**config.mk**
```make
export PLATFORM = sky130hd
export DESIGN_NAME = rate_tick_gen
export DESIGN_NICKNAME = d
export VERILOG_FILES = /design/src/rtl/rate_tick_gen_pkg.sv /design/src/rtl/rate_tick_gen_step_sync_edge.sv /design/src/rtl/rate_tick_gen.sv
export SDC_FILE = /design/constraint.sdc
export NUM_CORES = 1
export LEC_CHECK = 0
export BUFFER_PORTS_ARGS = -buffer_cell sky130_fd_sc_hd__buf_4
export CAP_MARGIN = 20
export CORE_ASPECT_RATIO = 0.9
export CORE_MARGIN = 2
export CORE_UTILIZATION = 41
export CTS_CLUSTER_DIAMETER = 50
export DETAILED_ROUTE_END_ITERATION = 6
export HOLD_SLACK_MARGIN = 0.1
export PLACE_DENSITY = 0.64
export SLEW_MARGIN = 20
export SYNTH_ARGS = -nofsm -noshare
export SYNTH_HDL_FRONTEND = slang
export SYNTH_SLANG_ARGS = --single-unit
```
**constraint.sdc**
```tcl
create_clock -name clk -period 2.6 [get_ports clk]
set_input_delay 0.13 -clock clk [delete_from_list [all_inputs] [get_ports clk]]
set_output_delay 0.13 -clock clk [all_outputs]
set_load 0.01 [all_outputs]
```
**src/rtl/rate_tick_gen_pkg.sv**
```systemverilog
// Shared rate-select encodings and default clock rate for the display tick generator.
package rate_tick_gen_pkg;

    localparam logic [1:0] RATE_FULL = 2'b00;
    localparam logic [1:0] RATE_1HZ  = 2'b01;
    localparam logic [1:0] RATE_HALF = 2'b10;
    localparam logic [1:0] RATE_STEP = 2'b11;

    localparam int unsigned DEFAULT_CLK_HZ = 50000000;

endpackage

```
**src/rtl/rate_tick_gen_step_sync_edge.sv**
```systemverilog
// Push-button synchronizer: two metastability flops plus an edge flop, giving a
// one-cycle pulse on the falling (press) edge of the active-low button.
module step_sync_edge (
    input  logic clk,
    input  logic clear_b,
    input  logic step_n,
    output logic press_pulse
);

    logic s1;
    logic s2;
    logic s3;

    always_ff @(posedge clk or negedge clear_b) begin
        if (!clear_b) begin
            s1 <= 1'b1;
            s2 <= 1'b1;
            s3 <= 1'b1;
        end else begin
            s1 <= step_n;
            s2 <= s1;
            s3 <= s2;
        end
    end

    assign press_pulse = ~s2 & s3;

endmodule

```
**src/rtl/rate_tick_gen.sv**
```systemverilog
// Rate-selectable one-cycle enable pulse for the 8-bit display counter:
// every cycle, 1 Hz, 0.5 Hz, or one pulse per push-button press.
module rate_tick_gen
    import rate_tick_gen_pkg::*;
#(
    parameter int unsigned CLK_HZ = DEFAULT_CLK_HZ,
    parameter int unsigned CNT_W  = 28
) (
    input  logic             clk,
    input  logic             clear_b,
    input  logic             en,
    input  logic [1:0]       rate_sel,
    input  logic             step_n,
    output logic             tick,
    output logic [CNT_W-1:0] count
);

    localparam logic [CNT_W-1:0] PERIOD_1HZ  = CNT_W'(CLK_HZ);
    localparam logic [CNT_W-1:0] PERIOD_HALF = CNT_W'(2 * CLK_HZ);
    localparam logic [CNT_W-1:0] RELOAD_1HZ  = PERIOD_1HZ - CNT_W'(1);
    localparam logic [CNT_W-1:0] RELOAD_HALF = PERIOD_HALF - CNT_W'(1);

    logic [1:0] sel_q;
    logic       press;

    step_sync_edge u_step (
        .clk        (clk),
        .clear_b    (clear_b),
        .step_n     (step_n),
        .press_pulse(press)
    );

    function automatic logic [CNT_W-1:0] reload_for(input logic [1:0] sel);
        case (sel)
            RATE_1HZ:  reload_for = RELOAD_1HZ;
            RATE_HALF: reload_for = RELOAD_HALF;
            default:   reload_for = '0;
        endcase
    endfunction

    // A rate change always wins: it reloads for the new mode and never ticks.
    always_ff @(posedge clk or negedge clear_b) begin
        if (!clear_b) begin
            count <= '0;
            tick  <= 1'b0;
            sel_q <= RATE_FULL;
        end else begin
            sel_q <= rate_sel;
            if (rate_sel != sel_q) begin
                tick  <= 1'b0;
                count <= reload_for(rate_sel);
            end else begin
                case (sel_q)
                    RATE_FULL: begin
                        tick  <= en;
                        count <= '0;
                    end
                    RATE_1HZ, RATE_HALF: begin
                        if (!en) begin
                            tick <= 1'b0;
                        end else if (count == '0) begin
                            tick  <= 1'b1;
                            count <= reload_for(sel_q);
                        end else begin
                            tick  <= 1'b0;
                            count <= count - CNT_W'(1);
                        end
                    end
                    default: begin
                        tick  <= press & en;
                        count <= '0;
                    end
                endcase
            end
        end
    end

endmodule

```
==> flow_summary_export.csv <==
group,metric,value,unit
logic_synthesis,synth_edf_count,0,
route,drtIter0Drc,223,
final_layout,seqCellArea,855,sq um
clock_network,cts_made_buffers,5,
place,dpl.hpwl,4590,um
global_routing,grt_pass1_wl,10700,um
setup_path,cp_num_buf_inv,0,
logic_synthesis,synth_xor_area_frac,0.0435,
final_layout,area_growth,25.0,%
power_and_ir_drop,powerDensity,562,nW/um^2
power_and_ir_drop,cellLeakagePower,1.20,nW
logic_synthesis,synth_top_area_share,0.350,
final_layout,nets,304,
clock_network,cts_tree,"done",
logic_synthesis,yosys.area.top_type,"dfrtp_1",
logic_synthesis,yosysUniqueCellTypes,55,
power_and_ir_drop,seqPwrFrac,0.423,
sta,finalSetupViolCount,0,
clock_network,clk_pin_slew_worst_paths,70,ps
clock_network,root_buffer,"clkbuf_8",
logic_synthesis,ys.flop_type,"dfrtp_1",
route,num_vias,2113,
sta,hold_violations,0,
logic_synthesis,avgSynthCellArea,9.26,sq um
floorplan,io_pins,35,
setup_path,crit_fanout,7,
floorplan,die-area,6000,sq um
place,gp_congestion,0.942,
global_routing,grt_max_degree,35,
route,met2_length,2940,um
logic_synthesis,synth_adder_area_share,0.0396,
status,status,"finished, final reports clean",
sta,fin_crit_sh,0.936,
floorplan,die_h,73.7,um
route,top_layer,"met4",
final_layout,diodes,0,
logic_synthesis,synth_fp_nets,252,
sta,fmax,0.411,GHz
sta,finalCriticalPeriod,2430,ps
setup_path,reg2reg_slack,170,ps
route,drt-met1-wl,3050,um
route,wl_met3,368,um
route,vias_per_cell,5.89,
setup_path,cp.required,2780,ps
power_and_ir_drop,p_comb_frac,0.307,
power_and_ir_drop,peakVddDrop,0.407,mV
final_layout,multi_input_area,1280,sq um
clock_network,post-cts-setup-buffers,0,
setup_path,crit_type,"flop to flop",
route,post_drt_wl_per_cell,17.9,um
sta,slew_headroom,0.600,
logic_synthesis,synthMuxAreaShare,0.00452,
logic_synthesis,synth_area,2210,sq um
power_and_ir_drop,fin_total_pwr,1.55,mW
power_and_ir_drop,internal-power,1.00,mW
worst_hold_path,holdCritPathClass,"input pin to flop",
sta,rsz0062_at_grt,"false",
floorplan,core-area,5220,sq um
power_and_ir_drop,p_sw,552,uW
place,preCtsSetupSlack,224,ps
final_layout,layout-drive-gt1-share,0.253,
clock_network,clk_latency,290,ps
route,ant_nets,0,
setup_path,arrival,2610,ps
global_routing,grt_usage,0.234,
clock_network,cts_resized,0,
setup_path,cp-start-kind,"flop",
power_and_ir_drop,switching_share,0.355,
clock_network,htreeDepth,2,
route,routed_wl,6440,um
sta,tightest_slew,601,ps
setup_path,crit_family,"simple AND/OR/NAND/NOR gates",
final_layout,final_core_utilization,0.530,
final_layout,fill_cells,510,
final_layout,final_area,2770,sq um
setup_path,path_common_cell,"or4_4",
setup_path,worst_setup_path_end_kind,"flop",
route,route.detailed.drc,0,
route,first_pass_iters,4,
clock_network,cts.path.max_buffers,2,
setup_path,cp_cell_sequence,"or4_4, or4_4, o41ai_4, o21ai_1, o311a_1",
floorplan,rows,25,
logic_synthesis,synth_compound_area_frac,0.213,
setup_path,slowest_delay,610,ps
logic_synthesis,yosys-top-cells-area,"dfrtp_1 35%, o21ai_0 4.1%, ha_1 4.0%",
floorplan,start_util,0.424,
global_routing,antenna_found_initial,0,
sta,tns,0,ps
floorplan,chipWidth,81.5,um
logic_synthesis,synth_top_family_by_area,"simple AND/OR/NAND/NOR gates",
logic_synthesis,yosysWarnings,0,
logic_synthesis,yosysSeqAreaShare,0.386,
global_routing,grt_pass1_vias,2063,
setup_path,cpMaxStageDelayCell,"or4_4",
logic_synthesis,synth-async-reset-ratio,1.00,
logic_synthesis,synth_seq_cells,34,
place,io_buffers,34,
global_routing,grt_overflow_total,0,
clock_network,clkSinkCount,34,
flow_run,maxCapViolations,0,
logic_synthesis,syn_inst,239,
sta,layout_setup_ws,167,ps
sta,fin_skew,3.84,ps
place,postPlaceCellArea,2630,sq um
power_and_ir_drop,clkPwrFrac,0.269,
sta,finalMaxSlewViolations,0,
logic_synthesis,yosys.area_share.simple,0.276,
[cell usage after synthesis, drive strengths merged, types with 2 or more instances]
library cell / instances
nor2: 13
or3: 7
a21oi: 13
nor3b: 4
xor2: 7
nor3: 18
dfstp: 3
a31oi: 7
nand4b: 3
o41ai: 2
o21ai: 21
and4: 3
or2: 2
inv: 11
o22a: 3
nand2: 9
nand3: 7
o31ai: 5
nor4: 10
or4: 6
a21o: 3
nor4b: 3
a21boi: 2
clkbuf: 8
a22oi: 2
dfrtp: 31
nand4: 5
nand2b: 2
ha: 7
xnor2: 4
a211oi: 2
[per-layer routing]
layer | up-vias | global-route usage
met5 | - | 0
met4 | 0 | 0.0621
met3 | 11 | 0.0442
met2 | 72 | 0.363
met1 | 1010 | 0.335
li1 | 1020 | -
[state kept, by name (all words and copies together) (netlist names)]
name       count
count         28
sel_q          2
tick           1
u_step.s1      1
u_step.s2      1
u_step.s3      1
[cell families after synthesis]
logic type	after synthesis
muxes	1
xor gates and xnor gates	11
and+or+nand+nor	97
adders and majority gates	7
AOI/OAI and AO/OA	69
DFF	34
buffers and inverters	20
[worst min-delay path, cell delays in order]
cell     delay [ps]
buf_4           200
nor2_1          110
o31ai_1          60
[layout by cell type (no fill, tap or decap), types with 4 or more instances in the layout]
master,instances
a21oi_1,13
a31oi_1,7
buf_4,50
clkbuf_8,6
dfrtp_1,31
dlygate4sd3_1,4
ha_1,7
inv_1,11
nand2_1,9
nand3_1,7
nand4_1,5
nor2_1,12
nor3_1,17
nor3b_1,4
nor4_1,7
o21ai_0,18
o31ai_1,5
or3_1,7
or4_1,4
xnor2_1,4
xor2_1,7
[power by group through the flow]
| stage | clock network (mW) | logic (mW) | registers (mW) |
|---|---|---|---|
| after global routing | 0.448 | 0.524 | 0.671 |
| final | 0.419 | 0.478 | 0.658 |
| after global placement | 0 | 0.467 | 0.665 |
| after CTS | 0.425 | 0.477 | 0.658 |
| after floorplan | 0 | 0.259 | 0.674 |
| after detailed placement | 0 | 0.469 | 0.666 |
[final timing paths]
kind | from | end | cells past startpoint
min in group asynchronous | clear_b | count[19] | 2
setup reg to reg | count[18] | count[16] | 5
hold / removal | en | count[13] | 3
hold reg to reg | u_step.s1 | u_step.s2 | 0
max in group asynchronous | clear_b | u_step.s1 | 2
setup / recovery | count[18] | count[16] | 5
[through the flow]
stage | cells | hold WS (ps)
5_1_grt | 359 | 269
3_3_place_gp | 347 | 113
4_1_cts | 359 | 258
3_5_place_dp | 347 | 115
6_report | 359 | 261
2_1_floorplan | 239 | -166
[cell type report]
cell class,instances,area share
Multi-Input combinational cell,185,0.461
Sequential cell,34,0.309
Timing Repair Buffer,54,0.150
Tap cell,67,0.0303
Clock buffer,6,0.0299
Inverter,11,0.0149
Clock inverter,2,0.00452
[timing repair]
action	in CTS	in global routing
hold buffers	4	0
hold endpoints to repair	34	0
setup endpoints to repair	0	0
Note: power is estimated with default switching activity, not from simulation.
